--- config.mk ---
export PLATFORM = sky130hd
export DESIGN_NAME = flash_writer
export DESIGN_NICKNAME = d
export VERILOG_FILES = /design/src/rtl/flash_writer.sv
export SDC_FILE = /design/constraint.sdc
export NUM_CORES = 1
export LEC_CHECK = 0
export ABC_CLOCK_PERIOD_IN_PS = 5870
export BUFFER_PORTS_ARGS = -buffer_cell sky130_fd_sc_hd__buf_4
export CAP_MARGIN = 20
export CORE_MARGIN = 10
export CORE_UTILIZATION = 30
export CTS_CLUSTER_DIAMETER = 120
export DETAILED_ROUTE_END_ITERATION = 8
export GPL_ROUTABILITY_DRIVEN = 0
export GPL_TIMING_DRIVEN = 1
export PLACE_DENSITY = 0.5
export SLEW_MARGIN = 20
export SYNTH_ARGS = -nofsm -noshare
export SYNTH_HDL_FRONTEND = slang
export SYNTH_SLANG_ARGS = --single-unit
--- constraint.sdc ---
create_clock -name clk -period 5.87 [get_ports clk]
set_clock_uncertainty 0.1 [all_clocks]
set_input_delay 0.8805 -clock clk [delete_from_list [all_inputs] [get_ports clk]]
set_output_delay 0.8805 -clock clk [all_outputs]
set_load 0.1 [all_outputs]
--- src/rtl/flash_writer.sv ---
// flash_writer: word-program / block-erase initiator for a 16-bit Intel-command-set parallel NOR flash
// Ports:
//   clk, rst          system clock, asynchronous active-high reset
//   req_i, op_i       start request (sampled in IDLE), 0 = word program, 1 = block erase
//   addr_i, data_i    23-bit word address and 16-bit program data, latched on accept
//   flash_*           registered flash bus: address, data out/oe, data in, ce_n, we_n, oe_n
//   pauseRequest_o    pipeline stall while an operation is in flight
//   done_o, error_o   one-cycle completion pulse and its failure flag
//   status_o          last sampled status register, held until overwritten by the next poll
module flash_writer #(
    parameter int          WE_CYCLES = 3,
    parameter int          RD_CYCLES = 2,
    parameter logic [31:0] TIMEOUT   = 32'd50_000_000
) (
    input  logic        clk,
    input  logic        rst,
    input  logic        req_i,
    input  logic        op_i,
    input  logic [22:0] addr_i,
    input  logic [15:0] data_i,
    output logic [22:0] flash_addr_o,
    output logic [15:0] flash_data_o,
    output logic        flash_data_oe_o,
    input  logic [15:0] flash_data_i,
    output logic        flash_ce_n_o,
    output logic        flash_we_n_o,
    output logic        flash_oe_n_o,
    output logic        pauseRequest_o,
    output logic        done_o,
    output logic        error_o,
    output logic [7:0]  status_o
);
    typedef enum logic [2:0] {IDLE, W_SETUP, W_PULSE, W_HOLD, POLL_RD, POLL_GAP, DONE} state_t;
    localparam logic [3:0] WE_LAST = 4'(WE_CYCLES - 1);
    localparam logic [3:0] RD_LAST = 4'(RD_CYCLES - 1);
    state_t      state, state_nx;
    logic [3:0]  cnt;
    logic [1:0]  step, step_nx;
    logic        op_q, op_nx, err, err_nx;
    logic [15:0] data_q, data_nx, cmd_nx;
    logic [31:0] polls;
    logic        sr_fail, poll_end, wr_nx;
    logic        unused_hi;
    assign unused_hi = ^flash_data_i[15:8];
    // A poll ends on SR7 or on the last allowed iteration; a missing SR7 counts as failure.
    assign sr_fail  = !status_o[7] || status_o[5] || status_o[4] || status_o[3] || status_o[1];
    assign poll_end = status_o[7] || polls == TIMEOUT - 32'd1;
    always_comb begin
        state_nx = state;
        step_nx  = step;
        err_nx   = err;
        op_nx    = op_q;
        data_nx  = data_q;
        case (state)
            IDLE: if (req_i) begin
                state_nx = W_SETUP;
                step_nx  = 2'd0;
                err_nx   = 1'b0;
                op_nx    = op_i;
                data_nx  = data_i;
            end
            W_SETUP: state_nx = W_PULSE;
            W_PULSE: state_nx = cnt == WE_LAST ? W_HOLD : W_PULSE;
            W_HOLD: begin
                state_nx = step == 2'd1 ? POLL_RD : step == 2'd3 ? DONE : W_SETUP;
                step_nx  = step[0] ? step : step + 2'd1;
            end
            POLL_RD: state_nx = cnt == RD_LAST ? POLL_GAP : POLL_RD;
            POLL_GAP: if (poll_end) begin
                state_nx = W_SETUP;
                err_nx   = sr_fail;
                step_nx  = sr_fail ? 2'd2 : 2'd3;
            end else begin
                state_nx = POLL_RD;
            end
            DONE: state_nx = IDLE;
            default: state_nx = IDLE;
        endcase
        cmd_nx = step_nx == 2'd0 ? (op_nx ? 16'h0020 : 16'h0040) :
                 step_nx == 2'd1 ? (op_nx ? 16'h00D0 : data_nx) :
                 step_nx == 2'd2 ? 16'h0050 : 16'h00FF;
        // The hold cycle before a poll releases the bus so data_oe and oe_n never meet back to back.
        wr_nx = state_nx == W_SETUP || state_nx == W_PULSE || (state_nx == W_HOLD && step_nx != 2'd1);
    end
    // Bus outputs are registered from the next state so they line up with the state they describe.
    always_ff @(posedge clk or posedge rst) begin
        if (rst) begin
            state           <= IDLE;
            cnt             <= 4'd0;
            step            <= 2'd0;
            err             <= 1'b0;
            op_q            <= 1'b0;
            data_q          <= 16'd0;
            polls           <= 32'd0;
            status_o        <= 8'd0;
            flash_addr_o    <= 23'd0;
            flash_data_o    <= 16'd0;
            flash_data_oe_o <= 1'b0;
            flash_ce_n_o    <= 1'b1;
            flash_we_n_o    <= 1'b1;
            flash_oe_n_o    <= 1'b1;
            pauseRequest_o  <= 1'b0;
            done_o          <= 1'b0;
            error_o         <= 1'b0;
        end else begin
            state           <= state_nx;
            cnt             <= (state_nx == state && state != IDLE) ? cnt + 4'd1 : 4'd0;
            step            <= step_nx;
            err             <= err_nx;
            op_q            <= op_nx;
            data_q          <= data_nx;
            polls           <= state == IDLE ? 32'd0 : state == POLL_GAP ? polls + 32'd1 : polls;
            if (state == POLL_RD && cnt == RD_LAST) status_o <= flash_data_i[7:0];
            if (state == IDLE && req_i) flash_addr_o <= addr_i;
            if (state_nx == W_SETUP) flash_data_o <= cmd_nx;
            flash_data_oe_o <= wr_nx;
            flash_ce_n_o    <= state_nx == IDLE || state_nx == DONE;
            flash_we_n_o    <= state_nx != W_PULSE;
            flash_oe_n_o    <= state_nx != POLL_RD;
            pauseRequest_o  <= state_nx != IDLE;
            done_o          <= state_nx == DONE;
            error_o         <= state_nx == DONE && err_nx;
        end
    end
endmodule

==> run_results.csv <==
group,metric,value,unit
clocking,cts_resized,0,
pwr,switchingPower,0.00208,W
synthesis,yosys.cell_types.count,52,
synthesis,avgSynthCellArea,10.1,µm²
clocking,clkLatencyLatePin,0.41,ns
setup_path,worstReg2RegEnd,"flash_data_o[0]$_DFFE_PP0N_",
pwr,power.total,0.00424,W
clocking,cts_tree,"yes",
pwr,switching_share,49.1,%
timing,final_max_slew_viol_count,0,
floorplan,rows,46,
floorplan,start_util,30.8,%
timing,min_period,3.44,ns
finish,drive_gt1_share,27.2,%
floorplan,dieArea,22000,µm²
timing,finalCritPeriodShare,58.5,%
timing,setup_ws,2.43,ns
setup_path,ff2ff_path_depth,6,
synthesis,syn_area,4950,µm²
route,vias_per_cell,4.59,
setup_path,crit_start,"state[0]$_DFF_PP0_",
worst_hold_path,hold_depth,2,
synthesis,ys_async_sr_fraction,100,%
worst_hold_path,hold_end,"flash_addr_o[6]$_DFFE_PP0P_",
run,maxCapViolations,0,
setup_path,crit_path_end_kind,"flop",
place,io_buffer_count,104,
synthesis,ys_warn_count,0,
route,wirelength,12400,µm
clocking,cts_root_buffer,"clkbuf_16",
synthesis,netlist_top_cells_area,"dfrtp_1, nand2_1, xor2_1, nor2_1, mux2_2",
place,post-dp-hpwl,8800,µm
synthesis,yosysTopAreaCellShare,55.6,%
route,ant_nets,0,
synthesis,yosysTopAreaCell,"dfrtp_1",
grt,grt_max_degree,61,
grt,grt_pass1_vias,3961,
setup_path,cp_data_arrival_time,3.63,ns
synthesis,synth_fp_nets,555,
route,num_vias,3814,
floorplan,core,16100,µm²
pwr,power_density,646,nW/µm²
timing,max_freq,291,MHz
timing,final_hold_viol_count,0,
clocking,htreeDepth,4,
clocking,cts-hold-fix-buffers,0,
timing,fin_tns_setup,0,ns
synthesis,ys_seq_elements,113,
synthesis,synth_edf_count,0,
clocking,post_cts_buffers,0,
place,place_ws,2.35,ns
worst_hold_path,hold_path.startpoint,"flash_addr_o[6]$_DFFE_PP0P_",
timing,relSlewSlack,46.2,%
pwr,p_seq_share,27.3,%
clocking,cts.clk_slew.worst_paths,0.05,ns
floorplan,fp.dieH,148,µm
run_status,status,"complete, no violations",
route,post-route-drc-count,0,
clocking,clock-sinks,113,
pwr,power.internal,0.00216,W
setup_path,critical_path_class,"flop to flop",
setup_path,required,6.06,ns
route,drt_iter0_markers,195,
timing,rsz0062_at_grt,"no",
setup_path,rrSetupSlack,2.43,ns
floorplan,ioPinCount,113,
finish,diodes,0,
setup_path,startpoint_type,"flop",
route,dr.pass1.iters,4,
pwr,power_frac_clock,24.2,%
synthesis,synth-seq-area-share,57.2,%
timing,finalSetupViolCount,0,
timing,worst_pin_slew,0.787,ns
pwr,cellLeakagePower,3.19,nW
setup_path,reg2reg_from,"state[0]$_DFF_PP0_",
grt,antenna_found_initial,0,
grt,track_usage,11.6,%
finish,layout_commonest_cell,"nand2_1",
pwr,ir_drop,0.370,mV
setup_path,cp_max_fo,16,
grt,grt_pass1_wl,20800,µm
clocking,numCtsBuffers,17,
finish,nNetsFinal,665,
floorplan,die_w,148,µm
finish,syn2layout_area_growth,32.5,%
worst_hold_path,hp-class,"flop to flop",
route,wl_per_cell,14.9,µm
finish,final_cell_mix,"nand2_1, buf_4, dfrtp_1, nor2_1, xor2_1",
synthesis,synth_flop_cell,"dfrtp_1",
clocking,clock_path_buffers,2,
grt,gr-total-overflow,0,
synthesis,netlist_instances,492,
pwr,comb_power_share,48.5,%
## cell families after synthesis
logic type	share of synthesized area [%]
adder cells (fa/ha/maj)	1.01
AND/OR/NAND/NOR	23.4
flip-flops	57.2
AO/OA/AOI/OAI	6.37
XOR/XNOR	5.31
buffers and inverters	2.63
multiplexers	4.14
## how the worst max path moves through the flow
stage | slack, ns | endpoint
after floorplan | 1.91 | cnt[0]$_DFF_PP0_
after global placement | 2.38 | flash_data_o[3]$_DFFE_PP0N_
after detailed placement | 2.35 | flash_data_o[0]$_DFFE_PP0N_
after CTS | 2.46 | flash_data_o[0]$_DFFE_PP0N_
after global routing | 2.16 | flash_data_o[1]$_DFFE_PP0N_
final | 2.43 | flash_data_o[0]$_DFFE_PP0N_
## power by group through the flow
stage	Combinational (W)	Sequential (W)	Clock (W)
after floorplan	0.000590	0.00218	0
after CTS	0.00209	0.00116	0.00105
final	0.00206	0.00116	0.00103
after detailed placement	0.00208	0.00117	0
after global routing	0.00219	0.00119	0.00109
after global placement	0.00207	0.00116	0
## layout make-up
class                           instances  area, µm²
Clock buffer                           26        479
Clock inverter                          6        108
Fill cell                            1587       9500
Inverter                                8       32.5
Multi-Input combinational cell        350       2000
Sequential cell                       113       2830
Tap cell                              216        270
Timing Repair Buffer                  112        838
## critical path, cell delays in order (launching register included)
cell and delay [ns]:
dfrtp_1 0.67, nor3_1 0.14, and3_1 0.37, a2111oi_0 0.68
a21o_1 0.40, or2_1 0.61, mux2_4 0.36
## metrics by stage
stage | hold slack, ns | utilization [%] | area (µm²) | cells
4_1_cts | 0.378 | 40.8 | 6560 | 830
3_5_place_dp | 0.364 | 37.2 | 5970 | 798
3_3_place_gp | 0.351 | 37.2 | 5970 | 798
2_1_floorplan | 0.333 | - | 4950 | 492
6_report | 0.373 | 40.9 | 6560 | 831
5_1_grt | 0.400 | 40.9 | 6560 | 831
## synthesized netlist by cell type, types with 4 or more instances
library cell / instances
dfrtp_1: 110
nor2_1: 42
xnor2_1: 8
o21ai_0: 16
xor2_1: 22
mux2_4: 4
nand4_1: 11
ha_1: 4
mux2_2: 12
inv_1: 7
clkbuf_1: 14
nand2_1: 127
o21ai_1: 10
nor3_1: 6
and4_1: 6
and2_1: 5
a21boi_0: 4
a21oi_1: 7
nor4_1: 4
nand3_1: 19
## flip-flops by register name, summed over array words and instances, names as in the netlist, 2 cells and up
| register | cells |
|---|---|
| polls | 32 |
| flash_addr_o | 23 |
| data_q | 16 |
| flash_data_o | 16 |
| status_o | 8 |
| cnt | 4 |
| state | 3 |
| step | 2 |
## routing by layer
layer	vias up	GRT usage [%]	share of wire, %
met1	1823	15.7	50
met5	-	0	0
li1	1881	-	-
met4	0	4.16	1.3
met3	16	4.10	6.5
met2	94	16.7	43
No activity file was read; power rests on OpenSTA's default activity.
